<file path="src/rtl/rr_select_stage.sv">
`default_nettype none
// ============================================================================
// Module      : rr_select_stage
// Description : Round-robin front/back stage for an N:1 mux tree. Picks the
//               next requester in round-robin order, drives the tree's select
//               index, and captures the tree's output in a one-entry
//               registered output stage with a valid/ready handshake.
//               Optional grant statistics are built when RR_SELECT_STATS_EN
//               is defined; this adds the xfer_count port.
// Revision    : 1.0 - initial release
// ============================================================================
module rr_select_stage #(
  parameter int N = 4,   // number of requesters, power of two, >= 2
  parameter int W = 32   // data width per requester
) (
  input  logic                 clk,
  input  logic                 rst_n,
  input  logic [N-1:0]         in_valid,
  output logic [N-1:0]         in_ready,
  output logic [$clog2(N)-1:0] sel,
  input  logic [W-1:0]         mux_out,
  output logic                 out_valid,
  input  logic                 out_ready,
  output logic [W-1:0]         out_data
`ifdef RR_SELECT_STATS_EN
  ,
  output logic [15:0]          xfer_count
`endif
);

  localparam int c_PTR_W = $clog2(N);

  // Round-robin pointer: index of the highest-priority requester.
  logic [c_PTR_W-1:0] ptr_q;
  logic [c_PTR_W-1:0] ptr_d;

  // One-entry output register.
  logic               out_valid_q;
  logic               out_valid_d;
  logic [W-1:0]       out_data_q;
  logic [W-1:0]       out_data_d;

  // Arbitration signals.
  logic [c_PTR_W-1:0] cand;
  logic [c_PTR_W-1:0] scan_idx;
  logic               found;
  logic               load_ok;
  logic               grant;

  // Scan from the pointer upward, wrapping naturally because N is a power of
  // two; with nothing valid the candidate rests on the pointer so sel only
  // moves when a grant advances the pointer.
  always_comb begin
    cand     = ptr_q;
    found    = 1'b0;
    scan_idx = '0;
    for (int k = 0; k < N; k++) begin
      scan_idx = ptr_q + c_PTR_W'(k);
      if (!found && in_valid[scan_idx]) begin
        cand  = scan_idx;
        found = 1'b1;
      end
    end
  end

  // The output register can take a new word when empty or when it is being
  // drained this same cycle, which gives one word per clock.
  assign load_ok = !out_valid_q || out_ready;
  assign grant   = load_ok && (|in_valid);
  assign sel     = cand;

  // One-hot ready to the winning requester, only while a grant is taken.
  always_comb begin
    in_ready = '0;
    if (grant) begin
      in_ready[cand] = 1'b1;
    end
  end

  // Next-state for pointer and output register: load wins over drain.
  always_comb begin
    ptr_d       = ptr_q;
    out_valid_d = out_valid_q;
    out_data_d  = out_data_q;
    if (grant) begin
      ptr_d       = cand + c_PTR_W'(1);
      out_valid_d = 1'b1;
      out_data_d  = mux_out;
    end else if (out_ready) begin
      out_valid_d = 1'b0;
    end
  end

  // State registers; reset drops any pending word and restarts the pointer.
  always_ff @(posedge clk or negedge rst_n) begin
    if (!rst_n) begin
      ptr_q       <= '0;
      out_valid_q <= 1'b0;
      out_data_q  <= '0;
    end else begin
      ptr_q       <= ptr_d;
      out_valid_q <= out_valid_d;
      out_data_q  <= out_data_d;
    end
  end

  assign out_valid = out_valid_q;
  assign out_data  = out_data_q;

`ifdef RR_SELECT_STATS_EN
  logic [15:0] xfer_count_q;
  logic [15:0] xfer_count_d;

  // Saturating grant counter.
  always_comb begin
    xfer_count_d = xfer_count_q;
    if (grant && (xfer_count_q != 16'hFFFF)) begin
      xfer_count_d = xfer_count_q + 16'd1;
    end
  end

  // Counter register.
  always_ff @(posedge clk or negedge rst_n) begin
    if (!rst_n) begin
      xfer_count_q <= '0;
    end else begin
      xfer_count_q <= xfer_count_d;
    end
  end

  assign xfer_count = xfer_count_q;
`endif

endmodule
`default_nettype wire

</file>
<file path="config.mk">
export PLATFORM = sky130hd
export DESIGN_NAME = rr_select_stage
export DESIGN_NICKNAME = d
export VERILOG_FILES = /design/src/rtl/rr_select_stage.sv
export SDC_FILE = /design/constraint.sdc
export NUM_CORES = 1
export LEC_CHECK = 0
export CAP_MARGIN = 15
export CORE_MARGIN = 4
export CORE_UTILIZATION = 35
export DETAILED_ROUTE_END_ITERATION = 7
export PLACE_DENSITY = 0.72
export SETUP_SLACK_MARGIN = 0.5
export SLEW_MARGIN = 10
export SYNTH_ARGS = -nofsm -noshare
export SYNTH_HDL_FRONTEND = slang
export SYNTH_SLANG_ARGS = --single-unit
</file>
<file path="constraint.sdc">
create_clock -name clk -period 1.8 [get_ports clk]
set_clock_uncertainty 0.15 [all_clocks]
set_input_delay 0.27 -clock clk [delete_from_list [all_inputs] [get_ports clk]]
set_output_delay 0.27 -clock clk [all_outputs]
set_load 0.02 [all_outputs]
</file>
# After elaboration in Yosys (flattened, before gate mapping)

Cells that the tools add are included.

Add/sub/neg operators: 4
Reductions and logical operators: 12
Mux-type cells: 19
Magnitude comparators: 6

Operators by type and width:

| cell                  | number |
|---|---|
| $lt A2 B3 Y1 const B  | 5 |
| $mux W1               | 10 |
| $bmux W1 S2           | 4 |
| $mux W2               | 3 |
| $logic_and A1 B1 Y1   | 5 |
| $add A2 B1 Y2 const B | 2 |
| $add A2 B2 Y2 const B | 2 |
| $logic_not A1 Y1      | 4 |
| $mux W4               | 1 |
| $reduce_or A4 Y1      | 1 |
| $demux W1 S2          | 1 |
| $ge A2 B1 Y1 const B  | 1 |
| $reduce_bool A2 Y1    | 1 |
| $logic_or A1 B1 Y1    | 1 |

Register bits: 35
Logic and storage cells: 44
Bits of input ports: 39
Output and inout port bits: 39

# Logic depth before layout (Yosys ltp)

Depth after elaboration: 17
Gate-level depth with buffers: 5
Depth with buffers taken out: 4

# Least setup slack after synthesis

OpenSTA, ideal clock, no wires.

Kind: register -> output
Start: register ptr_q[1]
End: output in_ready[0]
Path slack: -547 ps
Data required time: 1380 ps
Path buffers: 1
Cell stages (with the launch flop): 6
Arrival time: 1927 ps
Path through: dfrtp_1 -> buf_2 -> nor3b_1 -> a2111oi_0 -> nor2_1 -> nor4_1

Longest elaborated chain between the ends: 17
Elaborated cells on any way between the ends: 29
Those cells by class: add/sub: 3; order compare: 2; mux: 17; reduce/logical: 7

Ends and longest elaborated chain:

| element                                                            | line | source |
|---|---|---|
| start: declaration                                                 | 34   | `logic [c_PTR_W-1:0] ptr_q;` |
| start signal: assignment                                           | 101  | `ptr_q <= ptr_d;` |
| branches (longest 11 deep; another with $add A2 B1 Y2)             | n/a  |  |
| $mux W2 *                                                          | 59   | `if (!found && in_valid[scan_idx]) begin` |
| named net sel[1]                                                   | 20   | `output logic [$clog2(N)-1:0] sel,` |
| $lt A2 B3 Y1 (not written as such) or $ge A2 B1 Y1 (tied branches) | 76   | `in_ready[cand] = 1'b1;` |
| $logic_and A1 B1 Y1 (not written as such)                          | 76   |  |
| $mux W1 (not written as such)                                      | 76   |  |
| $demux W1 S2 *                                                     | 76   |  |
| $mux W4 *                                                          | 75   | `if (grant) begin` |
| end: declaration                                                   | 19   | `output logic [N-1:0] in_ready,` |

Mark *: on every way through the listed nets, which the timed path passes. The select of a mux whose other input is x is not followed.

# Worst setup path after layout

Start: register ptr_q[0]
End: register ptr_q[1]

Longest elaborated chain between the ends: 13
Elaborated cells on any way between the ends: 24
Those cells by class: add/sub: 4; mux: 14; reduce/logical: 6

Ends and longest elaborated chain:

| element                                                | line | source |
|---|---|---|
| branches (longest 11 deep; another with $add A2 B1 Y2) | n/a  |  |
| $mux W2 *                                              | 59   |  |
| $add A2 B1 Y2 *                                        | 86   | `ptr_d = cand + c_PTR_W'(1);` |

Every way passes the cells marked *. The select of a mux whose other input is x is not followed.
A chain may end at the register's enable or synchronous reset.

==> implementation parameters <==
Parameter                              Value

Drt
  Antenna-violating nets left    0
  Wire per inst    19.4 microns
  Ratio of routed vias to standard cells    4.85
  Detailed Route WL    5410 microns
  Vias after detailed routing    1354
  Number of detailed-route iterations in the first pass    4
  DRC violation count after routing    0
  DR iter-0 viols    67

Cells and area
  FILL cells    282
  Area taken by flip-flops and latches    878 sq um
  Fraction of layout instances using a drive strength above 1    62.4%
  Combined area of the multi-input logic cells    843 sq um
  Area Growth Syn to Fin    94.6%
  Antenna cells    0
  Net count reported at finish    267
  Post-Layout Cell Count    279

Yosys
  Async set-reset flop share out of synthesis    100%
  Yosys reg bits    35
  Register area share after synthesis    57.7%
  Total number of yosys warnings    0
  Cell type with the highest aggregate area in the netlist    sky130_fd_sc_hd__dfrtp_1
  Top cells by area, synth    sky130_fd_sc_hd__dfrtp_1 (58%), sky130_fd_sc_hd__mux2_2 (24%), sky130_fd_sc_hd__buf_6 (2.2%)
  Leading register cell type out of synthesis    sky130_fd_sc_hd__dfrtp_1
  Post-synthesis cell count    108
  Synth top cells by count    sky130_fd_sc_hd__dfrtp_1 (35), sky130_fd_sc_hd__mux2_2 (32), sky130_fd_sc_hd__nor2_1 (5), sky130_fd_sc_hd__nor2b_1 (5)
  Post-synth net total    147
  Post-Syn Area per Cell    14.1 sq um
  Top-area cell type share of the netlist area    57.7%
  Synth cell types    26
  Post-synth design cell area    0.00152 sq mm
  Number of enable flip-flop cells after synthesis    0
  Most numerous cell in the Yosys netlist    sky130_fd_sc_hd__dfrtp_1

Clock network
  H-Tree Level Count    2
  Clock-pin slew of the registers on the worst-case setup and hold paths    0.07 ns
  Number of buffers between clock root and the deepest sink    2
  Root Driver    sky130_fd_sc_hd__clkbuf_8
  Clock latency of the later-clocked register in the worst-skew pair    0.28 ns
  TritonCTS clock tree    yes
  Number of buffers inserted during clock tree synthesis    5
  Clk sink count    35

STA
  Max Slew Vio Count    0
  Portion of the clock cycle consumed by the worst path in the final layout    120%
  RSZ-0062 raised after global routing    true
  Setup TNS Final    -2.07 ns
  Worst-margin pin slew    0.320 ns
  Maximum clock frequency    0.461 GHz
  Final hold slack    0.203 ns
  Final number of hold-violating endpoints    0
  Min Tclk post-route    2.17 ns
  Final-report setup violation count    8
  Relative max-transition margin    78.5%
  Slack of the critical path    -0.369 ns

Global route
  Via count of the first global-routing pass    1502
  Largest net degree at the start of global routing    22
  Total global-route track usage    20.4%
  Overflow left after global routing    0
  Antenna violations before repair    0
  Wire length of the first global-routing pass    8110 microns

Die
  Area of the die    0.00545 sq mm
  Height of the die    73.9 microns
  Starting density of the core    37.1%
  Top Ports    78
  Floorplan row count    23
  Core box area    0.00409 sq mm
  Die width    73.9 microns

Outcome
  Violations in the final reports    negative setup slack
  Status    complete, but fails checks

Power
  Leak pwr    0.00142 uW
  Worst IR Drop VDD    0.508 mV
  Power Density    923 mW/mm^2

Flow run
  Max cap viols    0

Setup path
  Worst Path Required    1.82 ns
  Data arrival time of the worst path    2.19 ns
  Type of destination of the critical path    register
  Category of the worst setup path launch point    register
  Largest fanout of any net on the critical path    4
  Kind of critical path    reg -> reg

Placed design
  Routability congestion estimate from global placement    0.769
  DP Worst Slack    -0.907 ns
  Placed Cells incl. Taps    245
  Count of buffers from port buffering    77
  Half-perimeter wire length after detailed placement    3150 microns

Hold path
  Hold/Removal Path Class    in -> reg
## registers in the layout (all words and copies together), names as in the netlist
| register | count |
|---|---|
| out_data | 32 |
| ptr_q | 2 |
| out_valid | 1 |
## cell families (layout without fill, tap and decap cells)
family,Yosys count,in the layout,synth area share [%]
compound gates,11,11,5.28
buf+inv,5,126,2.80
flops,35,35,57.7
mux,32,32,23.7
simple gates,25,25,10.5
## metrics by stage
step	total power (uW)	utilization (%)	instance area (sq um)
6_report	2730	72.3	2950
5_1_grt	2840	72.3	2950
4_1_cts	2670	70.7	2890
3_5_place_dp	1890	63.0	2580
3_3_place_gp	1870	63.0	2580
2_1_floorplan	1470	-	1700
## where the power goes
group	leakage [uW]	internal (uW)	switching (uW)	total [uW]
clock network	0.0000422	271	265	537
logic	0.000978	701	527	1230
registers	0.000404	889	71.8	961
## critical path: stages (launching register included)
cell,delay (ns)
sky130_fd_sc_hd__dfrtp_2,0.46
sky130_fd_sc_hd__buf_6,0.13
sky130_fd_sc_hd__buf_6,0.11
sky130_fd_sc_hd__buf_6,0.10
sky130_fd_sc_hd__buf_6,0.10
sky130_fd_sc_hd__buf_6,0.11
sky130_fd_sc_hd__buf_6,0.10
sky130_fd_sc_hd__buf_6,0.11
sky130_fd_sc_hd__buf_6,0.12
sky130_fd_sc_hd__nand2b_4,0.06
sky130_fd_sc_hd__o22ai_2,0.05
sky130_fd_sc_hd__nand3b_1,0.16
sky130_fd_sc_hd__a211o_1,0.29
## cell usage in the layout (no fill, tap or decap), drive strengths merged
| cell | n |
|---|---|
| dfrtp | 35 |
| clkbuf | 8 |
| inv | 1 |
| clkdlybuf4s50 | 32 |
| o31a | 1 |
| nor2b | 5 |
| o221a | 1 |
| buf | 82 |
| nor4 | 2 |
| nor2 | 6 |
| a2111oi | 1 |
| dlygate4sd3 | 1 |
| and3 | 1 |
| nand2b | 3 |
| a21oi | 2 |
| dlymetal6s2s | 1 |
| a211o | 1 |
| clkinv | 1 |
| and3b | 2 |
| nand3b | 1 |
| a2bb2oi | 1 |
| nand2 | 2 |
| mux2 | 32 |
| o211ai | 1 |
| nor3 | 2 |
| o22ai | 1 |
| o21ai | 2 |
| nor3b | 1 |
## worst paths after layout
| kind | cells after the start | endpoint | start | slack (ns) |
|---|---|---|---|---|
| worst max register to register | 12 | ptr_q[1] | ptr_q[0] | -0.37 |
| worst min register to register | 1 | out_data[22] | out_data[22] | 0.36 |
| min in group asynchronous | 2 | out_data[18] | rst_n | 0.28 |
| max in group asynchronous | 3 | out_data[9] | rst_n | 0.70 |
| worst max-delay path | 12 | ptr_q[1] | ptr_q[0] | -0.37 |
| worst min-delay path | 3 | out_valid | out_ready | 0.20 |
## what timing repair did
item | CTS | global route
hold endpoints to repair | 20 | 0
pin swaps | 8 | 4
buffers inserted | 17 | 4
gates cloned | 4 | 0
gates resized for setup | 213 | 15
hold buffers | 1 | 0
endpoints found under the setup margin | 74 | 55
## routing by layer
metal	track usage, %	wire length [microns]
met5	0	0
met4	6.04	61
met3	4.38	339
met2	36.0	2860
met1	24.6	2140
## cell type report
cell class	count	area share, %
timing repair buffer	117	36.7
clock inverter	1	0.169
clock buffer	7	2.58
inverter	1	0.127
tap	50	2.12
sequential	35	29.7
multi-input combinational	68	28.5
No activity file was read; power rests on OpenSTA's default activity.
